### config.mk
export PLATFORM = sky130hd
export DESIGN_NAME = grid_io_shadowed
export DESIGN_NICKNAME = d
export VERILOG_FILES = /design/src/rtl/grid_io_pkg.sv /design/src/rtl/io_subtile_cell.sv /design/src/rtl/grid_io_shadowed.sv
export SDC_FILE = /design/constraint.sdc
export NUM_CORES = 1
export LEC_CHECK = 0
export ABC_AREA = 1
export CAP_MARGIN = 40
export CORE_ASPECT_RATIO = 0.8
export CORE_UTILIZATION = 47
export CTS_CLUSTER_SIZE = 40
export DETAILED_ROUTE_END_ITERATION = 8
export HOLD_SLACK_MARGIN = 0.12
export MAX_ROUTING_LAYER = met4
export PLACE_DENSITY = 0.81
export SLEW_MARGIN = 20
export SYNTH_ARGS = -nofsm -noshare
export SYNTH_HDL_FRONTEND = slang
export SYNTH_HIERARCHICAL = 1
export SYNTH_SLANG_ARGS = --single-unit
### constraint.sdc
create_clock -name prog_clk -period 0.9 [get_ports prog_clk]
set_input_delay 0.27 -clock prog_clk [delete_from_list [all_inputs] [get_ports prog_clk]]
set_output_delay 0.27 -clock prog_clk [all_outputs]
set_load 0.05 [all_outputs]
### src/rtl/grid_io_pkg.sv
// Shared constants and helpers for the shadowed I/O grid tile.
package grid_io_pkg;

  localparam int CFG_BITS_PER_SUBTILE = 3;

  localparam int CFG_OE   = 0;
  localparam int CFG_OREG = 1;
  localparam int CFG_IREG = 2;

  // Frame counter width; never narrower than one bit.
  function automatic int cnt_width(input int total);
    return (total <= 2) ? 1 : $clog2(total);
  endfunction

endpackage

### src/rtl/io_subtile_cell.sv
// One pad channel: optional output/input registers and direction muxing.
module io_subtile_cell
  import grid_io_pkg::*;
(
  input  logic                            prog_clk,
  input  logic                            prog_reset,
  input  logic [CFG_BITS_PER_SUBTILE-1:0] cfg,
  input  logic                            outpad,
  input  logic                            pad_i,
  output logic                            pad_o,
  output logic                            pad_oe,
  output logic                            inpad
);

  logic oq;
  logic iq;

  always_ff @(posedge prog_clk) begin
    if (prog_reset) begin
      oq <= 1'b0;
      iq <= 1'b0;
    end else begin
      oq <= outpad;
      iq <= pad_i;
    end
  end

  // An output-enabled pad returns 0 to the fabric rather than its own driver value.
  assign pad_oe = cfg[CFG_OE];
  assign pad_o  = cfg[CFG_OREG] ? oq : outpad;
  assign inpad  = cfg[CFG_OE] ? 1'b0 : (cfg[CFG_IREG] ? iq : pad_i);

endmodule

### src/rtl/grid_io_shadowed.sv
// Periphery I/O tile: serial config chain with a shadow register committed per full frame.
module grid_io_shadowed
  import grid_io_pkg::*;
#(
  parameter int NUM_SUBTILE = 8
) (
  input  logic                   prog_clk,
  input  logic                   prog_reset,
  input  logic                   ccff_en,
  input  logic                   ccff_head,
  output logic                   ccff_tail,
  input  logic [NUM_SUBTILE-1:0] outpad,
  output logic [NUM_SUBTILE-1:0] inpad,
  input  logic [NUM_SUBTILE-1:0] pad_i,
  output logic [NUM_SUBTILE-1:0] pad_o,
  output logic [NUM_SUBTILE-1:0] pad_oe,
  output logic                   cfg_done
);

  localparam int TOTAL = CFG_BITS_PER_SUBTILE * NUM_SUBTILE;
  localparam int CW    = cnt_width(TOTAL);
  localparam logic [CW-1:0] LAST = CW'(TOTAL - 1);

  logic [TOTAL-1:0] chain;
  logic [TOTAL-1:0] shadow;
  logic [CW-1:0]    cnt;
  logic             commit;

  // Bit 0 is the head end, so the first bit of a frame travels to the top index.
  always_ff @(posedge prog_clk) begin
    if (prog_reset) begin
      chain  <= '0;
      cnt    <= '0;
      commit <= 1'b0;
    end else if (ccff_en) begin
      chain <= {chain[TOTAL-2:0], ccff_head};
      if (cnt == LAST) begin
        cnt    <= '0;
        commit <= 1'b1;
      end else begin
        cnt    <= cnt + CW'(1);
        commit <= 1'b0;
      end
    end else begin
      commit <= 1'b0;
    end
  end

  // Shadow samples the pre-edge chain, so a shift on the commit edge is harmless.
  always_ff @(posedge prog_clk) begin
    if (prog_reset) begin
      shadow   <= '0;
      cfg_done <= 1'b0;
    end else begin
      if (commit)
        shadow <= chain;
      if (ccff_en && cnt == '0)
        cfg_done <= 1'b0;
      else if (commit)
        cfg_done <= 1'b1;
    end
  end

  assign ccff_tail = chain[TOTAL-1];

  for (genvar k = 0; k < NUM_SUBTILE; k++) begin : g_subtile
    io_subtile_cell u_cell (
      .prog_clk  (prog_clk),
      .prog_reset(prog_reset),
      .cfg       (shadow[CFG_BITS_PER_SUBTILE*k +: CFG_BITS_PER_SUBTILE]),
      .outpad    (outpad[k]),
      .pad_i     (pad_i[k]),
      .pad_o     (pad_o[k]),
      .pad_oe    (pad_oe[k]),
      .inpad     (inpad[k])
    );
  end

endmodule

==> out/metrics.yaml <==
worstSetupPathType: "register to output port"
dieArea_um2: 6160
cts.path.max_buffers: 2
synth.distinct_cells: 18
ant_nets: 0
setup_viol: 34
fin_tns_setup_ns: -9.813
crit_path_end_kind: "output port"
clk_latency_ns: 0.36
vdd_ir_drop_max_mv: 1.073
placed_area_um2: 3742
critPathSlowestCell: "dfxtp_1"
grt_pass1_wl_um: 12030
syn_area_per_cell_um2: 7.370
crit_buf_inv: 2
synth-seq-cells: 71
die-height_um: 70.40
row_count: 24
dr.first_iter.drc_count: 177
crit_required_ns: 0.63
nNetsFinal: 461
wirelength_um: 8011
core_um2: 5555
start_kind: "register"
grtUsageTotal: 0.2695
critical_path.top_delay_family: "flip-flops"
yosys-top-cells-area: "dfxtp_1, nor2_1, o21ai_0, inv_1, nand2_1"
power_w: 0.007096
synth-seq-area-share: 0.5171
powerDensity_nw_per_um2: 1597
final_layout_size_suffix_gt1_frac: 0.4482
status: "finished with violations"
postSynthCellCount: 373
critPathArrivalTime_ns: 1.09
clkSinkCount: 71
drc: 0
post-route-period-util: 1.511
netlist_area_um2: 2749
diodes: 0
wl_per_cell_um: 15.35
max_slew.worst_pin.slew_ns: 0.2523
grt_pass1_vias: 2533
min_path_type: "input port to register"
fin_skew_ns: 0.01092
io_buffers: 45
synth_nets: 395
finalCriticalPeriod_ns: 1.360
grt_max_degree: 27
wl_met1_um: 3213
dpl.hpwl_um: 3882
yosysWarningCount: 6
leakage_nw: 2.037
cts_buffers: 9
path_clk_slew_ns: 0.08
hold_viol_final: 0
grt.overflow.total: 0
crit_fanout: 1
drtPass1Iterations: 4
io_pins: 46
wl_met3_um: 463
max_slew_margin: 0.8300
maxCapViolCount: 0
wl_met2_um: 4110
violations: "negative setup slack"
top_layer: "met4"
syn2layout_area_growth_pct: 61.63
die_width_um: 87.51
dp.cells: 493
timing.final.max_slew_violations: 0
antenna_found_initial: 0
grt_setup_unrepaired: "true"
fin_area_um2: 4443
mostFrequentLayoutCell: "nor2_1"
synth_top_area_frac: 0.5171
h-tree-depth: 3
timing.fmax_mhz: 735.5
routabilityCongestion: 0.7142
fin_ws_ns: -0.4596
cp_common_cell: "nand2_2"
crit_path_cell_trace: "inv_1, nand2_2, nand2_2, nor2_4, buf_12"
layout_common_cells: "nor2_1, dfxtp_1, o21ai_0, buf_12"
synth_largest_area_cell: "dfxtp_1"
avgViaCountPerCell: 5.119
fillCellCount: 346
start_util: 0.4948
vias: 2672
cts_tree: "done"
fin_cells: 522
crit_path_max_incr_delay_ns: 0.31
cts_root_buffer: "clkbuf_8"
[where the power goes]
group,internal [W],switching (W)
registers,0.00323,0.0000891
clock network,0.00163,0.00122
logic,0.000436,0.000499
total,0.00529,0.00181
[worst min-delay path, stage by stage]
cell	delay, ns
dlymetal6s2s_1	0.14
inv_1	0.05
nor2_1	0.03
[flip-flops by register name (all words and copies together) (netlist names)]
signal,cells
cnt,5
chain,24
g_subtile.u_cell/iq,8
g_subtile.u_cell/oq,8
shadow,24
cfg_done,1
commit,1
[metrics by stage]
step / setup slack [ns] / hold WS [ns] / utilization
3_5_place_dp: -0.5182 / 0.4885 / 0.6736
3_3_place_gp: -0.5018 / 0.4856 / 0.6736
5_1_grt: -0.5183 / 0.1878 / 0.7998
6_report: -0.4596 / 0.1768 / 0.7998
4_1_cts: -0.4716 / 0.2871 / 0.7718
2_1_floorplan: -0.06263 / 0.3412 / -
[synth_stat cells (all sizes together)]
master	count
dfxtp	71
buf	21
clkbuf	1
nor2	136
ha	2
nand3	1
nand2	35
o21ai	60
a31oi	1
inv	41
a21oi	3
nor3	1
[final cells by class]
type | count | area, um2 | area share
repair buffers | 77 | 1085 | 0.2442
flip-flops and latches | 71 | 1500 | 0.3377
multi-input cells | 239 | 1350 | 0.3039
inverters | 41 | 188.9 | 0.04252
clock inverters | 6 | 83.83 | 0.01887
clock buffers | 10 | 137.6 | 0.03098
well taps | 78 | 97.59 | 0.02197
[final timing paths]
kind,startpoint,end,slack (ns),cells after the start
worst max-delay path,g_subtile[6].u_cell/iq,inpad[6],-0.46,5
worst min-delay path,pad_i[1],g_subtile[1].u_cell/iq,0.18,3
worst max register to register,cnt[0],cnt[3],-0.16,6
worst min register to register,chain[5],shadow[5],0.50,2
[per-layer routing]
layer	global-route usage	up-vias
li1	-	1279
met1	0.2892	1275
met2	0.4635	96
met3	0.07329	22
met4	0.1166	0
met5	-	-
[what timing repair did]
item,in CTS,in global routing
hold buffers,0,0
endpoints found under the hold margin,0,0
endpoints found under the setup margin,81,70
cloned,3,1
pin swaps,12,8
gates resized for setup,95,70
setup buffers,6,3
[kinds of logic after synthesis]
group           synth area share
simple gates              0.2399
fa+ha+maj               0.009102
flops                     0.5171
buf+inv                   0.1170
compound gates            0.1170
No activity file was read; power rests on OpenSTA's default activity.
